===== config.mk =====
export PLATFORM = sky130hd
export DESIGN_NAME = instr_fetch_ctrl
export DESIGN_NICKNAME = d
export VERILOG_FILES = /design/src/rtl/instr_fetch_ctrl.sv
export SDC_FILE = /design/constraint.sdc
export NUM_CORES = 1
export LEC_CHECK = 0
export ABC_CLOCK_PERIOD_IN_PS = 5060
export CORE_ASPECT_RATIO = 0.5
export CORE_MARGIN = 2
export CORE_UTILIZATION = 50
export DETAILED_ROUTE_END_ITERATION = 8
export PLACE_DENSITY = 0.76
export SLEW_MARGIN = 20
export SYNTH_ARGS = -nofsm -noshare
export SYNTH_HDL_FRONTEND = slang
export SYNTH_SLANG_ARGS = --single-unit

===== constraint.sdc =====
create_clock -name clk -period 5.06 [get_ports clk]
set_clock_uncertainty 0.2 [all_clocks]
set_input_delay 1.012 -clock clk [delete_from_list [all_inputs] [get_ports clk]]
set_output_delay 1.012 -clock clk [all_outputs]
set_load 0.05 [all_outputs]

===== src/rtl/instr_fetch_ctrl.sv =====
`default_nettype none
// ============================================================================
// Module      : instr_fetch_ctrl
// Description : Instruction fetch sequencer for a 40-bit (5-byte) instruction
//               register. It issues aligned 4-byte fetch requests, collects
//               the returned words in an 8-byte byte queue, and writes one
//               complete instruction into the instruction register whenever
//               the queue holds at least five bytes and decode can accept it.
//               A PC redirect flushes the queue and discards any fetch that
//               is still in flight.
// Ports       :
//   clk, rst            - clock (rising edge), synchronous active-high reset
//   redirect_valid/addr - one-cycle restart of fetch at a new byte address
//   fetch_req_*         - aligned word request handshake (valid/ready/addr)
//   fetch_rsp_valid/data- in-order word response, [31:24] = lowest address
//   ir_ready            - instruction register may be overwritten
//   ir_we/ir_wdata      - instruction register write, [39:32] = first byte
//   instr_pc            - PC of the instruction on ir_wdata
//   buf_count           - bytes currently held in the queue (0..8)
// Revision    : 1.0 - initial release
// ============================================================================
module instr_fetch_ctrl #(
    parameter logic [31:0] RESET_PC    = 32'h0000_0000,
    parameter int          BUF_BYTES   = 8,
    parameter int          INSTR_BYTES = 5
) (
    input  logic        clk,
    input  logic        rst,
    input  logic        redirect_valid,
    input  logic [31:0] redirect_addr,
    output logic        fetch_req_valid,
    output logic [31:0] fetch_req_addr,
    input  logic        fetch_req_ready,
    input  logic        fetch_rsp_valid,
    input  logic [31:0] fetch_rsp_data,
    input  logic        ir_ready,
    output logic        ir_we,
    output logic [39:0] ir_wdata,
    output logic [31:0] instr_pc,
    output logic [3:0]  buf_count
);

    // ------------------------------------------------------------------
    // Constants
    // ------------------------------------------------------------------
    localparam logic [1:0]  c_ST_REQ   = 2'd0;
    localparam logic [1:0]  c_ST_WAIT  = 2'd1;
    localparam logic [1:0]  c_ST_DROP  = 2'd2;

    localparam int          c_BUF_W    = BUF_BYTES * 8;
    localparam int          c_IR_W     = INSTR_BYTES * 8;
    // A request is only made when a whole word still fits in the queue.
    localparam logic [3:0]  c_REQ_MAX  = 4'(BUF_BYTES - 4);
    localparam logic [3:0]  c_INSTR_LEN = 4'(INSTR_BYTES);
    localparam logic [31:0] c_PC_STEP  = 32'(INSTR_BYTES);

    // ------------------------------------------------------------------
    // State
    // ------------------------------------------------------------------
    logic [1:0]         r_state;
    logic [31:0]        r_fetch_addr;
    logic [1:0]         r_skip;
    logic [31:0]        r_head_pc;
    // Byte 0 (queue head) sits in the most significant byte. Bytes beyond
    // r_count are always kept at zero so new bytes can simply be OR-ed in.
    logic [c_BUF_W-1:0] r_buf;
    logic [3:0]         r_count;
    logic               r_ir_we;
    logic [39:0]        r_ir_wdata;
    logic [31:0]        r_instr_pc;

    // ------------------------------------------------------------------
    // Combinational datapath
    // ------------------------------------------------------------------
    logic               w_req_valid;
    logic               w_req_fire;
    logic               w_issue;
    logic               w_append;
    logic [3:0]         w_rem;
    logic [2:0]         w_new_bytes;
    logic [c_BUF_W-1:0] w_shift;
    logic [31:0]        w_aligned;
    logic [c_BUF_W-1:0] w_ins;
    logic [c_BUF_W-1:0] w_next_buf;
    logic [3:0]         w_next_count;

    // The request is gated by rst so nothing is offered while reset is held.
    assign w_req_valid = !rst && (r_state == c_ST_REQ) && (r_count <= c_REQ_MAX);
    assign w_req_fire  = w_req_valid && fetch_req_ready;

    // Redirect wins over both issue and append.
    assign w_issue  = !redirect_valid && ir_ready && (r_count >= c_INSTR_LEN);
    assign w_append = !redirect_valid && (r_state == c_ST_WAIT) && fetch_rsp_valid;

    // Bytes left after an optional pop; appended bytes land right after them.
    assign w_rem       = w_issue ? (r_count - c_INSTR_LEN) : r_count;
    assign w_new_bytes = 3'd4 - {1'b0, r_skip};

    assign w_shift = w_issue ? {r_buf[c_BUF_W-c_IR_W-1:0], {c_IR_W{1'b0}}} : r_buf;

    // Drop the leading skip bytes of the word (post-redirect alignment),
    // then move the surviving bytes to byte position w_rem of the queue.
    assign w_aligned = fetch_rsp_data << {r_skip, 3'b000};
    assign w_ins     = {w_aligned, {(c_BUF_W-32){1'b0}}} >> {w_rem, 3'b000};

    assign w_next_buf   = w_append ? (w_shift | w_ins) : w_shift;
    assign w_next_count = w_append ? (w_rem + {1'b0, w_new_bytes}) : w_rem;

    // ------------------------------------------------------------------
    // Sequential logic
    // ------------------------------------------------------------------
    always_ff @(posedge clk) begin
        if (rst) begin
            r_state      <= c_ST_REQ;
            r_fetch_addr <= RESET_PC & ~32'h3;
            r_skip       <= RESET_PC[1:0];
            r_head_pc    <= RESET_PC;
            r_buf        <= '0;
            r_count      <= 4'd0;
            r_ir_we      <= 1'b0;
            r_ir_wdata   <= 40'h0;
            r_instr_pc   <= 32'h0;
        end else begin
            // Fetch sequencing (one outstanding request at most).
            case (r_state)
                c_ST_REQ: begin
                    if (w_req_fire) begin
                        r_fetch_addr <= r_fetch_addr + 32'd4;
                        // A request accepted alongside a redirect is stale.
                        r_state      <= redirect_valid ? c_ST_DROP : c_ST_WAIT;
                    end
                end
                c_ST_WAIT: begin
                    if (redirect_valid) begin
                        r_state <= fetch_rsp_valid ? c_ST_REQ : c_ST_DROP;
                    end else if (fetch_rsp_valid) begin
                        r_skip  <= 2'd0;
                        r_state <= c_ST_REQ;
                    end
                end
                c_ST_DROP: begin
                    if (fetch_rsp_valid) begin
                        r_state <= c_ST_REQ;
                    end
                end
                default: r_state <= c_ST_REQ;
            endcase

            // Instruction issue.
            r_ir_we <= w_issue;
            if (w_issue) begin
                r_ir_wdata <= r_buf[c_BUF_W-1 -: c_IR_W];
                r_instr_pc <= r_head_pc;
                r_head_pc  <= r_head_pc + c_PC_STEP;
            end

            r_buf   <= w_next_buf;
            r_count <= w_next_count;

            // Redirect: flush the queue and restart at the new PC. Later
            // assignments override the fetch-address update above.
            if (redirect_valid) begin
                r_buf        <= '0;
                r_count      <= 4'd0;
                r_head_pc    <= redirect_addr;
                r_fetch_addr <= redirect_addr & ~32'h3;
                r_skip       <= redirect_addr[1:0];
            end
        end
    end

    // ------------------------------------------------------------------
    // Outputs
    // ------------------------------------------------------------------
    assign fetch_req_valid = w_req_valid;
    assign fetch_req_addr  = r_fetch_addr;
    assign ir_we           = r_ir_we;
    assign ir_wdata        = r_ir_wdata;
    assign instr_pc        = r_instr_pc;
    assign buf_count       = r_count;

endmodule
`default_nettype wire


==> results of run 1 <==
power by group:
part / switching, mW / total [mW] / internal, mW
Sequential: 0.0485 / 1.71 / 1.67
Combinational: 0.276 / 0.449 / 0.173
Clock: 0.663 / 1.53 / 0.862
placed cells by master (no fill, tap or decap), types with 7 or more instances in the layout:
master and instances:
o21ai_0 24, nor2_1 100, nor4_1 21, clkbuf_16 20, a211oi_1 17, mux2_2 18, a31oi_1 26, ha_1 8
clkdlybuf4s50_1 176, dfxtp_1 207, o221ai_1 16, a221o_1 24, nand2_1 231, xor2_1 17, and3_1 12, nand4_1 26
buf_4 23, a21boi_0 29, nor2b_1 8, a22oi_1 26, a21boi_1 7, xnor2_1 39, and4_1 7, o32ai_1 8
nand3_1 40, nand2b_1 10, inv_1 35, mux2i_1 29, nor3_1 20, a21oi_1 128
cell type report:
type                       count  area share, %
clock buffer                  29           4.44
clock inverter                 7          0.608
inverter                      39           1.11
multi-input combinational    979           45.0
sequential                   207           31.5
tap                          273           2.59
timing repair buffer         200           14.8
flip-flops by register name, summed over array words and instances, names as in the netlist:
name and flops:
r_head_pc 32, instr_pc 32, buf_count 4, r_state 2, ir_wdata 40, fetch_req_addr 30, r_skip 2, r_buf 64
ir_we 1
stage by stage:
step           power, mW  cell area [µm²]  worst slack [ns]  cells  hold WS (ns)
6_report            3.69            13200             0.898   1734         0.255
5_1_grt             3.79            13200             0.680   1734         0.269
4_1_cts             3.70            13200              1.07   1734         0.255
3_5_place_dp        2.19            12500             0.564   1698         0.246
3_3_place_gp        2.19            12500             0.713   1698         0.242
2_1_floorplan       2.01            10600              1.11   1329         0.225
path summary, 6_finish.rpt:
| path | end | slack [ns] | cells past startpoint |
|---|---|---|---|
| worst min-delay path | ir_wdata[4] | 0.25 | 2 |
| worst min register to register | ir_wdata[4] | 0.25 | 2 |
| worst max register to register | r_buf[29] | 1.00 | 8 |
| worst max-delay path | r_buf[29] | 0.90 | 8 |
worst reg2reg max path: stages (launching register included):
cell and delay (ns):
dfxtp_1 0.59, inv_1 0.25, ha_1 0.35, or3b_2 0.30
nand4_1 0.54, mux2i_1 1.00, nand2_1 0.35, o21ai_0 0.25
a22o_1 0.16
per-layer routing:
metal  up-vias  track usage, %  wire length [µm]
li1       4992               -                 -
met1      4923            39.1             14700
met4         0            8.36               841
met3        70            4.42              2420
met5         -               0                 0
met2       428            47.4             15000
cells by family (layout without fill, tap and decap cells):
| group | Yosys count | after routing |
|---|---|---|
| AO/OA/AOI/OAI | 350 | 350 |
| flip-flops | 207 | 207 |
| buffers and inverters | 143 | 275 |
| adder cells (fa/ha/maj) | 8 | 8 |
| AND/OR/NAND/NOR | 513 | 513 |
| XOR/XNOR | 56 | 56 |
| other | 1 | 2 |
| multiplexers | 50 | 50 |
==> flow_metrics.py, run 1 <==
metrics = {
    "drt": {
        "drtAntennaViolNets": 0,
        "dr.pass1.iters": 6,
        "drt-wirelength-per-cell_um": 19.0,
        "drt_wl_total_um": 33000,
        "drc": 0,
        "num_vias": 10400,
        "viasPerCell": 6.01,
        "drt_iter0_drc": 915,
    },
    "cells_and_area": {
        "syn2layout_area_growth_pct": 24.0,
        "n_antenna_cell": 0,
        "register_area_um2": 4140,
        "multiInputGateArea_um2": 5920,
        "drive_above_1_share_pct": 6.84,
        "final_util_pct": 63.7,
        "n_fill_cell": 1785,
        "final_nets": 1525,
    },
    "synth": {
        "synth_seq_cells": 207,
        "synth_compound_area_share_pct": 22.1,
        "synth_most_common_cell": "nand2_1",
        "synthTopCellsByArea": "dfxtp_1 39%, nand2_1 8.2%, a21oi_1 6.0%",
        "synth.area.mux_share_pct": 5.21,
        "netlist_top_cells_count": "231 x nand2_1, 207 x dfxtp_1, 128 x a21oi_1, 100 x nor2_1, 73 x clkbuf_1",
        "synth-xor-area-share_pct": 4.62,
        "syn_inst": 1328,
        "synth_largest_area_cell": "dfxtp_1",
        "yosysWarnings": 0,
        "synth_cell_types": 74,
        "ys_seq_area_share_pct": 39.0,
        "syn_area_um2": 10600,
        "synth_top_area_share_pct": 39.0,
        "synth_top_family_by_area": "simple AND/OR/NAND/NOR gates",
        "async_reset_ff_share_pct": 0,
        "yosys.area_share.simple_pct": 22.7,
        "synth_edf_count": 0,
        "synth-main-ff-cell": "dfxtp_1",
        "synthAdderAreaFrac_pct": 0.943,
        "syn_area_per_cell_um2": 8.00,
    },
    "worst_setup_path": {
        "path_cells": "clkdlybuf4s50_1 > nor2b_1 > buf_4 > nand4_1 > mux2i_1 > nand2_1 > o21ai_0 > a22o_1",
        "cp-startpoint": "ir_ready",
        "worstSetupPathType": "in -> reg",
        "crit_slowest_cell": "mux2i_1",
        "crit_arrival_ns": 4.41,
        "end_kind": "flop",
        "critPathMaxFanout": 13,
        "critical_path_buf_inv_count": 2,
        "timing.rr.start": "buf_count[1]",
        "startpoint_type": "primary input",
        "cp.required_ns": 5.30,
        "slowest_delay_ns": 0.99,
        "cp_top_family": "simple AND/OR/NAND/NOR gates",
    },
    "clock_tree": {
        "path_clk_slew_ns": 0.06,
        "hold_buffers": 0,
        "cts_tree": "yes",
        "post_cts_buffers": 0,
        "clock-sinks": 207,
        "htreeDepth": 1,
        "clk_latency_ns": 0.51,
        "cts_buffers": 20,
        "cts-root-buf": "clkbuf_16",
        "cts-resized-gates": 0,
        "cts_buffer_depth": 3,
    },
    "floorplanning": {
        "initial_utilization_pct": 51.3,
        "ios": 180,
        "fp-row-count": 37,
        "fp.dieH_um": 107,
        "fp.dieArea_um2": 22500,
        "coreArea_um2": 20700,
        "fp.dieW_um": 210,
    },
    "power_and_ir_drop": {
        "vdd_ir_drop_max_mv": 0.173,
        "cellPowerDensity_nw_per_um2": 280,
        "leakage_nw": 4.54,
    },
    "placed_design": {
        "port_buffers": 177,
        "place_congestion": 0.918,
        "dpl.hpwl_um": 23300,
    },
    "sta": {
        "rsz0062_at_grt": "no",
        "maxSlewHeadroom_pct": 28.6,
        "period_needed_ns": 4.16,
        "slew_violations": 0,
        "worst-slew-pin-transition_ns": 1.06,
        "fmax_mhz": 240,
        "setup_viol": 0,
        "period_share_pct": 82.3,
        "tns_ns": 0,
        "finalHoldViolCount": 0,
    },
    "run_status": {
        "status": "completed",
    },
    "grt": {
        "grt_pass1_wl_um": 52500,
        "grt_pass1_vias": 9769,
        "antenna_found_initial": 0,
        "grt_max_degree": 99,
        "grt_overflow": 0,
        "grtUsageTotal_pct": 28.7,
    },
    "hold_path": {
        "min_path_type": "reg -> reg",
        "worstHoldStart": "ir_wdata[4]",
    },
    "flow_run": {
        "maxCapViolCount": 0,
    },
}
Power figures use the tool's default switching activity.
==> run 2, diff against run 1 <==
--- a/config.mk
+++ b/config.mk
@@ -5,12 +5,12 @@
 export SDC_FILE = /design/constraint.sdc
 export NUM_CORES = 1
 export LEC_CHECK = 0
-export ABC_CLOCK_PERIOD_IN_PS = 5060
+export ABC_CLOCK_PERIOD_IN_PS = 3400
 export CORE_ASPECT_RATIO = 0.5
 export CORE_MARGIN = 2
-export CORE_UTILIZATION = 50
+export CORE_UTILIZATION = 49
 export DETAILED_ROUTE_END_ITERATION = 8
-export PLACE_DENSITY = 0.76
+export PLACE_DENSITY = 0.78
 export SLEW_MARGIN = 20
 export SYNTH_ARGS = -nofsm -noshare
 export SYNTH_HDL_FRONTEND = slang
==> constraint.sdc (replaced) <==
create_clock -name clk -period 3.4 [get_ports clk]
set_clock_uncertainty 0.2 [all_clocks]
set_input_delay 0.68 -clock clk [delete_from_list [all_inputs] [get_ports clk]]
set_output_delay 0.68 -clock clk [all_outputs]
set_load 0.05 [all_outputs]
==> run 2 against run 1 <==
Compared with the run above: via count increased by 1.8%; sequential cell count unchanged; first-iteration DRC count increased by 10%; critical path depth unchanged; utilization decreased by 0.34 points; highest routed layer unchanged.
==> flow_metrics.py, run 2 (synthesis gave the netlist of run 1 again) <==
metrics = {
    "worst_setup_path": {
        "cpMostUsedCell": "or4b_2",
        "worstReg2RegEnd": "r_head_pc[28]",
        "cp.required_ns": 3.56,
        "worstSetupPathType": "reg -> reg",
        "startpoint_type": "flop",
        "r2r_cells": 8,
        "path_cells": "clkinv_2 > ha_1 > nand2b_1 > a21o_1 > or4b_2 > nor4_1 > or4b_2 > o211ai_1",
        "crit_arrival_ns": 3.29,
        "slowest_delay_ns": 0.70,
        "critPathMaxFanout": 19,
        "end_kind": "flop",
        "reg2reg_slack_ns": 0.26,
        "crit_slowest_cell": "or4b_2",
        "timing.rr.start": "buf_count[0]",
    },
    "sta": {
        "slew_violations": 0,
        "period_needed_ns": 3.14,
        "setup_viol": 0,
        "maxSlewHeadroom_pct": 46.8,
        "tns_ns": 0,
        "rsz0062_at_grt": "no",
        "worst-slew-pin-transition_ns": 0.798,
        "period_share_pct": 92.2,
        "fmax_mhz": 319,
        "finalHoldViolCount": 0,
    },
    "drt": {
        "drtAntennaViolNets": 0,
        "num_vias": 10600,
        "drc": 0,
        "dr.pass1.iters": 5,
        "viasPerCell": 5.87,
        "drt_iter0_drc": 1007,
        "drt-wirelength-per-cell_um": 18.9,
        "drt_wl_total_um": 34100,
    },
    "floorplanning": {
        "initial_utilization_pct": 49.5,
        "ios": 180,
        "fp.dieW_um": 212,
        "coreArea_um2": 21400,
        "fp.dieH_um": 108,
        "fp.dieArea_um2": 22900,
        "fp-row-count": 38,
    },
    "clock_tree": {
        "cts_buffers": 20,
        "post_cts_buffers": 0,
        "htreeDepth": 1,
        "cts_tree": "yes",
        "path_clk_slew_ns": 0.07,
        "cts_buffer_depth": 3,
        "clk_latency_ns": 0.50,
        "clock-sinks": 207,
        "cts-resized-gates": 0,
        "cts-root-buf": "clkbuf_16",
        "hold_buffers": 0,
    },
    "cells_and_area": {
        "final_util_pct": 63.3,
        "multiInputGateArea_um2": 5930,
        "layout_commonest_cell": "nand2_1",
        "top_register": "r_buf",
        "final_cell_area_um2": 13600,
        "register_area_um2": 4150,
        "n_fill_cell": 1869,
        "drive_above_1_share_pct": 9.77,
        "largest_register_ffs": 64,
        "syn2layout_area_growth_pct": 27.9,
        "final_nets": 1568,
        "final_cell_mix": "231 x nand2_1, 205 x dfxtp_1, 175 x clkdlybuf4s50_1, 128 x a21oi_1, 100 x nor2_1",
    },
    "placed_design": {
        "place_congestion": 0.930,
        "place_area_um2": 12900,
        "dpl.hpwl_um": 25100,
        "port_buffers": 177,
    },
    "grt": {
        "grt_pass1_wl_um": 53600,
        "grt_max_degree": 70,
        "grt_overflow": 0,
        "grt_pass1_vias": 9988,
        "antenna_found_initial": 1,
        "grtUsageTotal_pct": 29.3,
    },
    "hold_path": {
        "whs_path_depth": 2,
        "worstHoldEndpoint": "ir_wdata[22]",
        "min_path_type": "reg -> reg",
        "worstHoldStart": "r_buf[46]",
    },
    "power_and_ir_drop": {
        "vdd_ir_drop_max_mv": 0.275,
        "leakage_nw": 4.77,
        "power_mw": 5.47,
        "cellPowerDensity_nw_per_um2": 403,
    },
    "flow_run": {
        "maxCapViolCount": 0,
    },
    "run_status": {
        "status": "completed",
    },
}
==> run 2: routing by layer <==
layer / track usage (%) / vias up / part of all wire, %
li1: - / 5075 / -
met1: 39.3 / 5076 / 44
met2: 49.3 / 384 / 47
met3: 4.04 / 64 / 6.2
met4: 9.00 / 0 / 2.8
met5: 0 / - / 0
==> run 2: power by group <==
part	internal (mW)	switching (mW)	total, mW
registers	2.48	0.0748	2.55
logic	0.289	0.424	0.713
clock network	1.23	0.972	2.20
==> run 2: layout make-up <==
cell class,count,share of cell area (%)
Multi-Input combinational cell,979,43.7
Sequential cell,207,30.6
Timing Repair Buffer,243,17.1
Clock buffer,29,4.39
Tap cell,300,2.76
Inverter,39,1.09
Clock inverter,7,0.378
Antenna cell,1,0.0184
==> run 2: worst max path at each step <==
stage | startpoint | to | slack (ns) | depth (start not counted)
CTS | buf_count[0] | buf_count[2] | 0.29 | 11
global route | buf_count[0] | r_head_pc[28] | 0.09 | 8
floorplan | buf_count[0] | buf_count[2] | 0.003 | 16
global placement | redirect_valid | r_buf[17] | 0.21 | 8
detailed placement | redirect_valid | r_buf[17] | 0.17 | 8
finish | buf_count[0] | r_head_pc[28] | 0.26 | 8
==> run 2: worst max-delay path: cells and delay by family, from the launching register on <==
kind | cells | cell delay [ns]
buffers and inverters | 1 | 0.22
DFF | 1 | 0.50
AOI/OAI and AO/OA | 2 | 0.40
adders and majority gates | 1 | 0.32
and+or+nand+nor | 4 | 1.35
==> run 2: per-stage QoR <==
step / std cells / worst slack [ns] / hold slack, ns
floorplan: 1329 / 0.00252 / 0.225
global placement: 1768 / 0.213 / 0.240
detailed placement: 1768 / 0.166 / 0.245
CTS: 1804 / 0.293 / 0.251
global route: 1804 / 0.0935 / 0.273
finish: 1805 / 0.264 / 0.249
==> run 3, diff against run 2 <==
--- a/config.mk
+++ b/config.mk
@@ -10,7 +10,7 @@
 export CORE_MARGIN = 2
 export CORE_UTILIZATION = 49
 export DETAILED_ROUTE_END_ITERATION = 8
-export PLACE_DENSITY = 0.78
+export PLACE_DENSITY = 0.88
 export SLEW_MARGIN = 20
 export SYNTH_ARGS = -nofsm -noshare
 export SYNTH_HDL_FRONTEND = slang
==> run 3 against run 2 <==
Compared with the run above: total power grew 3.7%; critical path depth shrank 7; via count grew 2.0%; register-to-register slack gained 0.15 ns; largest power group unchanged; utilization grew 0.31 points; clock power grew 9%.
==> flow_metrics.py, run 3 (synthesis gave the netlist of run 1 again) <==
metrics = {
    "hold_path": {
        "whs_path_depth": 2,
        "min_path_type": "reg -> reg",
        "worstHoldStart": "ir_wdata[1]",
    },
    "worst_setup_path": {
        "reg2reg_slack_ns": 0.41,
        "worstReg2RegEnd": "r_buf[52]",
        "path_cells": "clkdlybuf4s50_1",
        "cp.required_ns": 2.52,
        "crit_end": "buf_count[2]",
        "critPathMaxFanout": 16,
        "r2r_cells": 9,
        "startpoint_type": "flop",
        "slowest_delay_ns": 0.93,
        "timing.rr.start": "buf_count[1]",
        "crit_slowest_cell": "clkdlybuf4s50_1",
        "critical_path_buf_inv_count": 1,
        "crit_cells": 1,
        "end_kind": "output port",
        "worstSetupPathType": "reg -> out",
        "crit_arrival_ns": 2.20,
        "cp_top_family": "buffers and inverters",
        "cp-startpoint": "buf_count[2]",
    },
    "placed_design": {
        "dp_slack_ns": 0.0855,
        "port_buffers": 177,
        "dpl.hpwl_um": 25100,
        "place_area_um2": 12900,
        "place_congestion": 1.01,
    },
    "sta": {
        "rsz0062_at_grt": "no",
        "period_share_pct": 90.6,
        "period_needed_ns": 3.08,
        "fin_ws_ns": 0.319,
        "maxSlewHeadroom_pct": 24.0,
        "holdWs_ns": 0.253,
        "slew_violations": 0,
        "fmax_mhz": 325,
        "setup_viol": 0,
        "finalHoldViolCount": 0,
        "worst-slew-pin-transition_ns": 1.14,
        "tns_ns": 0,
    },
    "floorplanning": {
        "ios": 180,
        "fp.dieW_um": 212,
        "initial_utilization_pct": 49.5,
        "coreArea_um2": 21400,
        "fp-row-count": 38,
        "fp.dieH_um": 108,
        "fp.dieArea_um2": 22900,
    },
    "drt": {
        "viasPerCell": 5.99,
        "num_vias": 10800,
        "drc": 0,
        "drtAntennaViolNets": 0,
        "drt_wl_total_um": 34500,
        "drt_iter0_drc": 1025,
        "dr.pass1.iters": 5,
        "drt-wirelength-per-cell_um": 19.1,
    },
    "power_and_ir_drop": {
        "cellPowerDensity_nw_per_um2": 416,
        "power_frac_seq_pct": 45.0,
        "power.share.clock_pct": 42.2,
        "netSwitchingFraction_pct": 26.0,
        "power_mw": 5.67,
        "intPower_mw": 4.19,
        "power_frac_comb_pct": 12.7,
        "p_switching_mw": 1.48,
        "vdd_ir_drop_max_mv": 0.315,
        "leakage_nw": 4.80,
    },
    "clock_tree": {
        "cts_buffer_depth": 3,
        "htreeDepth": 1,
        "clock-sinks": 207,
        "cts_buffers": 20,
        "cts-resized-gates": 0,
        "cts_tree": "yes",
        "clk_latency_ns": 0.50,
        "cts-root-buf": "clkbuf_16",
        "path_clk_slew_ns": 0.07,
        "post_cts_buffers": 0,
        "hold_buffers": 0,
    },
    "cells_and_area": {
        "drive_above_1_share_pct": 9.83,
        "final_nets": 1569,
        "layout_commonest_cell": "nand2_1",
        "largest_register_ffs": 64,
        "final_cell_mix": "231 x nand2_1, 205 x dfxtp_1, 175 x clkdlybuf4s50_1, 128 x a21oi_1, 100 x nor2_1",
        "syn2layout_area_growth_pct": 28.5,
        "top_register": "r_buf",
        "final_cell_area_um2": 13600,
    },
    "grt": {
        "grt_pass1_vias": 9973,
        "grt_max_degree": 90,
        "grt_overflow": 0,
        "grtUsageTotal_pct": 29.1,
        "antenna_found_initial": 1,
        "grt_pass1_wl_um": 53400,
    },
    "run_status": {
        "status": "completed",
    },
    "flow_run": {
        "maxCapViolCount": 0,
    },
}
-- run 3: cell count changes in the layout (fill, tap and decap cells not counted), sizes merged --
cell and delta:
clkbuf -2, buf +1, clkinvlp -1, bufinv +3
-- run 3: worst min-delay path by stage --
stage	end	slack, ns
floorplan	r_buf[32]	0.22
global placement	ir_wdata[21]	0.24
detailed placement	instr_pc[1]	0.25
CTS	instr_pc[1]	0.26
global route	ir_wdata[23]	0.27
finish	ir_wdata[1]	0.25
-- run 3: final cells by class --
class | count | area [µm²]
clock inverters | 9 | 128
well taps | 300 | 375
multi-input cells | 979 | 5930
clock buffers | 27 | 578
inverters | 39 | 148
diodes | 1 | 2.50
flip-flops and latches | 207 | 4150
fillers | 1862 | 7800
repair buffers | 244 | 2330
-- run 3: through the flow --
| stage | utilization (%) | instances |
|---|---|---|
| finish | 63.6 | 1806 |
| global route | 63.6 | 1805 |
| CTS | 63.6 | 1805 |
| detailed placement | 60.3 | 1769 |
| global placement | 60.3 | 1769 |
| floorplan | - | 1329 |
-- run 3: per-layer routing --
metal / vias to the layer above / part of all wire, % / global-route usage, %
met5: - / 0 / 0
met4: 0 / 3.3 / 10.8
met3: 84 / 7.7 / 4.56
met2: 442 / 46 / 48.0
met1: 5188 / 43 / 38.9
li1: 5095 / - / -
-- run 3: power groups by stage --
stage	registers (mW)	clock network [mW]	logic [mW]
floorplan	2.67	0	0.324
global placement	2.60	0	0.693
detailed placement	2.60	0	0.704
CTS	2.55	2.42	0.708
global route	2.56	2.51	0.759
finish	2.55	2.40	0.722
